`src/rtl/lut_reader_pkg.sv`:
```
// lut_reader_pkg: shared FSM state type and geometry helpers for the LUT readback engine.
package lut_reader_pkg;
  typedef enum logic [1:0] {IDLE, SWEEP, DRAIN, DONE} state_t;
  function automatic int calc_epw(input int out_bits, input int word_bits);
    return word_bits / out_bits;
  endfunction
  function automatic int calc_nwords(input int in_bits, input int out_bits, input int word_bits);
    return (1 << in_bits) / calc_epw(out_bits, word_bits);
  endfunction
  function automatic int cnt_bits(input int n);
    return n > 1 ? $clog2(n) : 1;
  endfunction
  function automatic bit cfg_ok(input int in_bits, input int out_bits, input int word_bits);
    return (word_bits % out_bits == 0) && ((1 << in_bits) % calc_epw(out_bits, word_bits) == 0);
  endfunction
endpackage

```
`src/rtl/lut_word_packer.sv`:
```
// lut_word_packer: packs neuron samples LSB-first into words and holds them on a valid/ready output.
module lut_word_packer
  import lut_reader_pkg::*;
#(
  parameter int OUT_BITS  = 1,
  parameter int WORD_BITS = 32,
  parameter int SLOT_W    = 5
) (
  input  logic                 clk,
  input  logic                 rst_n,
  input  logic                 capture,
  input  logic [SLOT_W-1:0]    slot,
  input  logic [OUT_BITS-1:0]  lut_out,
  input  logic                 last_word,
  input  logic                 m_ready,
  output logic                 stall,
  output logic                 handshake,
  output logic [WORD_BITS-1:0] m_data,
  output logic                 m_valid,
  output logic                 m_last
);
  localparam int EPW = calc_epw(OUT_BITS, WORD_BITS);
  logic [WORD_BITS-1:0] pack_q, pack_d, pack_ins, data_q, data_d;
  logic valid_q, valid_d, last_slot, take, complete;
  always_comb begin
    pack_ins = pack_q;
    pack_ins[int'(slot) * OUT_BITS +: OUT_BITS] = lut_out;
    handshake = valid_q && m_ready;
    last_slot = slot == SLOT_W'(EPW - 1);
    // A completing capture may only proceed if the output slot frees up this cycle.
    stall = capture && last_slot && valid_q && !m_ready;
    take = capture && !stall;
    complete = take && last_slot;
    pack_d = take ? (complete ? '0 : pack_ins) : pack_q;
    data_d = complete ? pack_ins : data_q;
    valid_d = complete ? 1'b1 : handshake ? 1'b0 : valid_q;
  end
  always_ff @(posedge clk or negedge rst_n) begin
    if (!rst_n) begin
      pack_q  <= '0;
      data_q  <= '0;
      valid_q <= 1'b0;
    end else begin
      pack_q  <= pack_d;
      data_q  <= data_d;
      valid_q <= valid_d;
    end
  end
  assign m_data  = data_q;
  assign m_valid = valid_q;
  assign m_last  = valid_q && last_word;
endmodule

```
`src/rtl/lut_table_reader.sv`:
```
// lut_table_reader: sweeps every input code of a combinational LUT neuron and streams the packed truth table.
module lut_table_reader
  import lut_reader_pkg::*;
#(
  parameter int IN_BITS   = 8,
  parameter int OUT_BITS  = 1,
  parameter int WORD_BITS = 32
) (
  input  logic                 clk,
  input  logic                 rst_n,
  input  logic                 start,
  output logic                 busy,
  output logic                 done,
  output logic [IN_BITS-1:0]   lut_in,
  input  logic [OUT_BITS-1:0]  lut_out,
  output logic [WORD_BITS-1:0] m_data,
  output logic                 m_valid,
  input  logic                 m_ready,
  output logic                 m_last
);
  localparam int EPW    = calc_epw(OUT_BITS, WORD_BITS);
  localparam int NWORDS = calc_nwords(IN_BITS, OUT_BITS, WORD_BITS);
  localparam int SLOT_W = cnt_bits(EPW);
  localparam int CNT_W  = cnt_bits(NWORDS);
  if (!cfg_ok(IN_BITS, OUT_BITS, WORD_BITS)) begin : g_cfg_bad
    $error("lut_table_reader: WORD_BITS must be a multiple of OUT_BITS and EPW must divide 2**IN_BITS");
  end
  state_t state_q, state_d;
  logic [IN_BITS-1:0] addr_q, addr_d;
  logic [CNT_W-1:0] wcnt_q, wcnt_d;
  logic [SLOT_W-1:0] slot;
  logic capture, stall, handshake, last_word;
  assign slot = SLOT_W'(addr_q & IN_BITS'(EPW - 1));
  assign last_word = wcnt_q == CNT_W'(NWORDS - 1);
  assign capture = state_q == SWEEP;
  always_comb begin
    state_d = state_q;
    addr_d = addr_q;
    wcnt_d = handshake ? wcnt_q + 1'b1 : wcnt_q;
    case (state_q)
      IDLE: if (start) begin
        state_d = SWEEP;
        addr_d = '0;
        wcnt_d = '0;
      end
      SWEEP: if (!stall) begin
        addr_d = addr_q + 1'b1;
        state_d = &addr_q ? DRAIN : SWEEP;
      end
      DRAIN: state_d = (handshake && last_word) ? DONE : DRAIN;
      default: begin
        state_d = IDLE;
        addr_d = '0;
      end
    endcase
  end
  always_ff @(posedge clk or negedge rst_n) begin
    if (!rst_n) begin
      state_q <= IDLE;
      addr_q  <= '0;
      wcnt_q  <= '0;
    end else begin
      state_q <= state_d;
      addr_q  <= addr_d;
      wcnt_q  <= wcnt_d;
    end
  end
  assign busy   = state_q == SWEEP || state_q == DRAIN;
  assign done   = state_q == DONE;
  assign lut_in = addr_q;
  lut_word_packer #(
    .OUT_BITS (OUT_BITS),
    .WORD_BITS(WORD_BITS),
    .SLOT_W   (SLOT_W)
  ) u_packer (
    .clk      (clk),
    .rst_n    (rst_n),
    .capture  (capture),
    .slot     (slot),
    .lut_out  (lut_out),
    .last_word(last_word),
    .m_ready  (m_ready),
    .stall    (stall),
    .handshake(handshake),
    .m_data   (m_data),
    .m_valid  (m_valid),
    .m_last   (m_last)
  );
endmodule

```
`config.mk`:
```
export PLATFORM = sky130hd
export DESIGN_NAME = lut_table_reader
export DESIGN_NICKNAME = d
export VERILOG_FILES = /design/src/rtl/lut_reader_pkg.sv /design/src/rtl/lut_word_packer.sv /design/src/rtl/lut_table_reader.sv
export SDC_FILE = /design/constraint.sdc
export NUM_CORES = 1
export LEC_CHECK = 0
export ABC_AREA = 1
export ABC_CLOCK_PERIOD_IN_PS = 2600
export CAP_MARGIN = 0
export CORE_MARGIN = 2
export CORE_UTILIZATION = 37
export DETAILED_ROUTE_END_ITERATION = 12
export GPL_TIMING_DRIVEN = 0
export SLEW_MARGIN = 20
export SYNTH_ARGS = -nofsm -noshare
export SYNTH_HDL_FRONTEND = slang
export SYNTH_SLANG_ARGS = --single-unit
```
`constraint.sdc`:
```
create_clock -name clk -period 2.6 [get_ports clk]
set_input_delay 0.65 -clock clk [delete_from_list [all_inputs] [get_ports clk]]
set_output_delay 0.65 -clock clk [all_outputs]
set_load 0.01 [all_outputs]
```
==> out/results.txt <==
Tcrit/Tclk final - 94.4%
Pin count of the biggest net entering global routing - 42
H-tree Lvls - 3
Synth Area in Compound Gates - 5.46%
Area leader, netlist - dfrtp_1
Row count - 38
Post-route DRC - 0
Count of state elements after synthesis - 78
CTS sink count - 78
P per Cell Area - 1020 nW/um2
Clk root buf - clkbuf_16
Synth Warn # - 0
Port bufs - 48
Utilization after layout - 48.3%
Leak - 2.69 nW
Post-Synth Simple-Gate Area - 36.9%
Syn avg cell area - 7.62 um2
Number of global-route vias before repair - 3,788
Tightest Hold Check Type - in -> async
Filler cell count - 1,064
Yosys cell types - 30
Clk_skew - 0.00457 ns
Highest Clock Rate - 0.408 GHz
Die H - 111 um
Initial DRC count - 221
Core Area - 11,000 um2
Worst vdd ir - 0.411 mV
Chip width - 111 um
Gp weighted congestion - 0.884
Number of top-level pins - 49
Max-cap violations - 0
Combinational family with the most area after synthesis - simple AND/OR/NAND/NOR gates
Worst Max-Slew Pin Slew - 0.635 ns
Post-synth top area share - 46.3%
Non-Filler Instances - 762
Final setup vio count - 0
Post-synth EDFFs - 0
Nets - 632
Share of cells above drive strength 1 - 10.8%
Via density - 5.03
Layout overhead on the synthesized area - 26.0%
Post-synthesis sequential area ratio - 46.3%
Multiplexer area fraction after synthesis - 0%
Placed Cells - 742
Max FO, Critical Path - 10
Overall routing resource usage - 18.9%
Final WL - 11.0 mm
Post-Syn Instances - 553
Tot Pwr - 5.43 mW
Clk slew on worst S/H paths - 0.06 ns
Pre-Repair DR Iteration Count - 4
Most used flip-flop cell after synthesis - dfrtp_1
Post-DP HPWL - 7.77 mm
Total CTS buffers - 9
DR WL/cell - 14.5 um
Clock buffer depth - 2
Antenna diodes - 0
Worst endpoint required time - 2.83 ns
Initial antenna violation count - 0
Post-Synth Adder-Cell Area - 2.97%
Max-slew violations - 0
Initial Util - 38.4%
Fin crit period - 2.45 ns
Status - completed
CP arrival - 2.68 ns
CTS tree - built
Xor-xnor portion of the synthesized cell area - 0.416%
Final Hold Viols - 0
Synth top area cells - dfrtp_1 46%, nand2_1 17%, nand3_1 10%
Total congestion overflow - 0
Skew-Pair Late Insertion Delay - 0.34 ns
Ys async rst share - 100%
CP Capture Type - flop
Slew Limit Headroom - 57.7%
Post-Syn Area - 4210 um2
Die area - 12,300 um2
ANT nets after route - 0
Startpoint Class - flop
First-pass GRT wire length - 18.7 mm
FF-to-FF setup slack - 0.15 ns
Vias - 3,834
Synthesized net count - 568
Critical path class - reg -> reg
CTS Hold Buffers Added - 0
## sequential cells by signal (all words and copies together) (netlist names)
name / cells
state_q: 2
wcnt_q: 3
u_packer.m_valid: 1
u_packer.m_data: 32
lut_in: 8
u_packer.pack_q: 32
## critical path: stages, from the launching register on
cell      delay (ns)
dfrtp_2         0.43
clkinv_4        0.11
ha_2            0.21
inv_1           0.09
nor2_4          0.05
inv_1           0.08
nor2_1          0.04
ha_1            0.20
a21oi_1         0.16
nand4_1         0.23
buf_4           0.21
nor2_4          0.18
nand4_1         0.15
nand3_1         0.14
nand2_1         0.05
## through the flow
step	worst slack [ns]	TNS [ns]	area [um2]	hold WS [ns]
3_5_place_dp	-0.321	-5.99	4890	0.465
6_report	0.147	0	5310	0.274
5_1_grt	-0.00508	-0.0109	5310	0.311
3_3_place_gp	-1.99	-159.55	4870	0.461
2_1_floorplan	0.179	0	4210	0.354
4_1_cts	0.0412	0	5240	0.291
## what timing repair did
action,4_1_cts,5_1_grt
resized for setup,8,14
endpoints found under the setup margin,33,59
pin swaps,0,3
setup buffers,0,3
cloned,0,1
## kinds of logic (layout without fill, tap and decap cells)
family | Yosys count | count (layout)
buffers and inverters | 84 | 153
AOI/OAI and AO/OA | 38 | 38
xor gates and xnor gates | 2 | 2
adders and majority gates | 10 | 10
and+or+nand+nor | 341 | 341
DFF | 78 | 78
## power breakdown
part | internal (mW) | switching [mW]
Combinational | 0.746 | 1.71
Clock | 0.893 | 0.509
Sequential | 1.43 | 0.140
## worst paths after layout
kind                       depth (start not counted)                               to                            start
max                                               14   u_packer.m_data[3]$_DFFE_PN0P_            lut_in[0]$_DFFE_PN0P_
min                                                1              wcnt_q[0]$_DFF_PN0_                            rst_n
max reg2reg                                       14   u_packer.m_data[3]$_DFFE_PN0P_            lut_in[0]$_DFFE_PN0P_
min reg2reg                                        2  u_packer.pack_q[24]$_DFFE_PN0P_  u_packer.pack_q[24]$_DFFE_PN0P_
max in group asynchronous                          2  u_packer.m_data[30]$_DFFE_PN0P_                            rst_n
min in group clk                                   2  u_packer.pack_q[24]$_DFFE_PN0P_  u_packer.pack_q[24]$_DFFE_PN0P_
## cells in the final DEF (no fill, tap or decap), drive strengths merged, types with 3 or more instances in the layout
cell type / instances
dfrtp: 78
nand4: 15
o211ai: 8
o21ai: 16
nand3: 88
a31oi: 3
clkinv: 3
clkbuf: 21
clkdlybuf4s50: 47
a21oi: 5
nand2: 194
inv: 62
ha: 10
nor3: 6
buf: 17
nor2: 38
## synth_stat cells, types with 3 or more instances
cell,number
a21oi_1,5
a31oi_1,3
buf_2,10
clkbuf_1,9
dfrtp_1,78
ha_1,10
inv_1,61
nand2_1,189
nand2_2,4
nand3_1,86
nand4_1,15
nor2_1,24
nor2_2,9
nor2_4,5
nor3_1,4
o211ai_1,8
o21ai_0,14
## final cells by class
type / count / area (um2) / share of cell area, %
clock inverters: 5 / 81.3 / 1.53
flip-flops and latches: 78 / 1950 / 36.8
inverters: 63 / 241 / 4.55
multi-input cells: 391 / 1950 / 36.8
repair buffers: 53 / 526 / 9.90
plain buffers: 21 / 125 / 2.36
clock buffers: 11 / 253 / 4.76
well taps: 140 / 175 / 3.30
## metal layers
layer  vias to the layer above  wire (um)  global-route usage, %
met5                         -          0                      0
met4                         0        202                   5.92
met3                        13        523                   3.23
met2                        86       5210                   31.0
met1                      1814       5080                   25.6
li1                       1921          -                      -
Power figures use the tool's default switching activity.
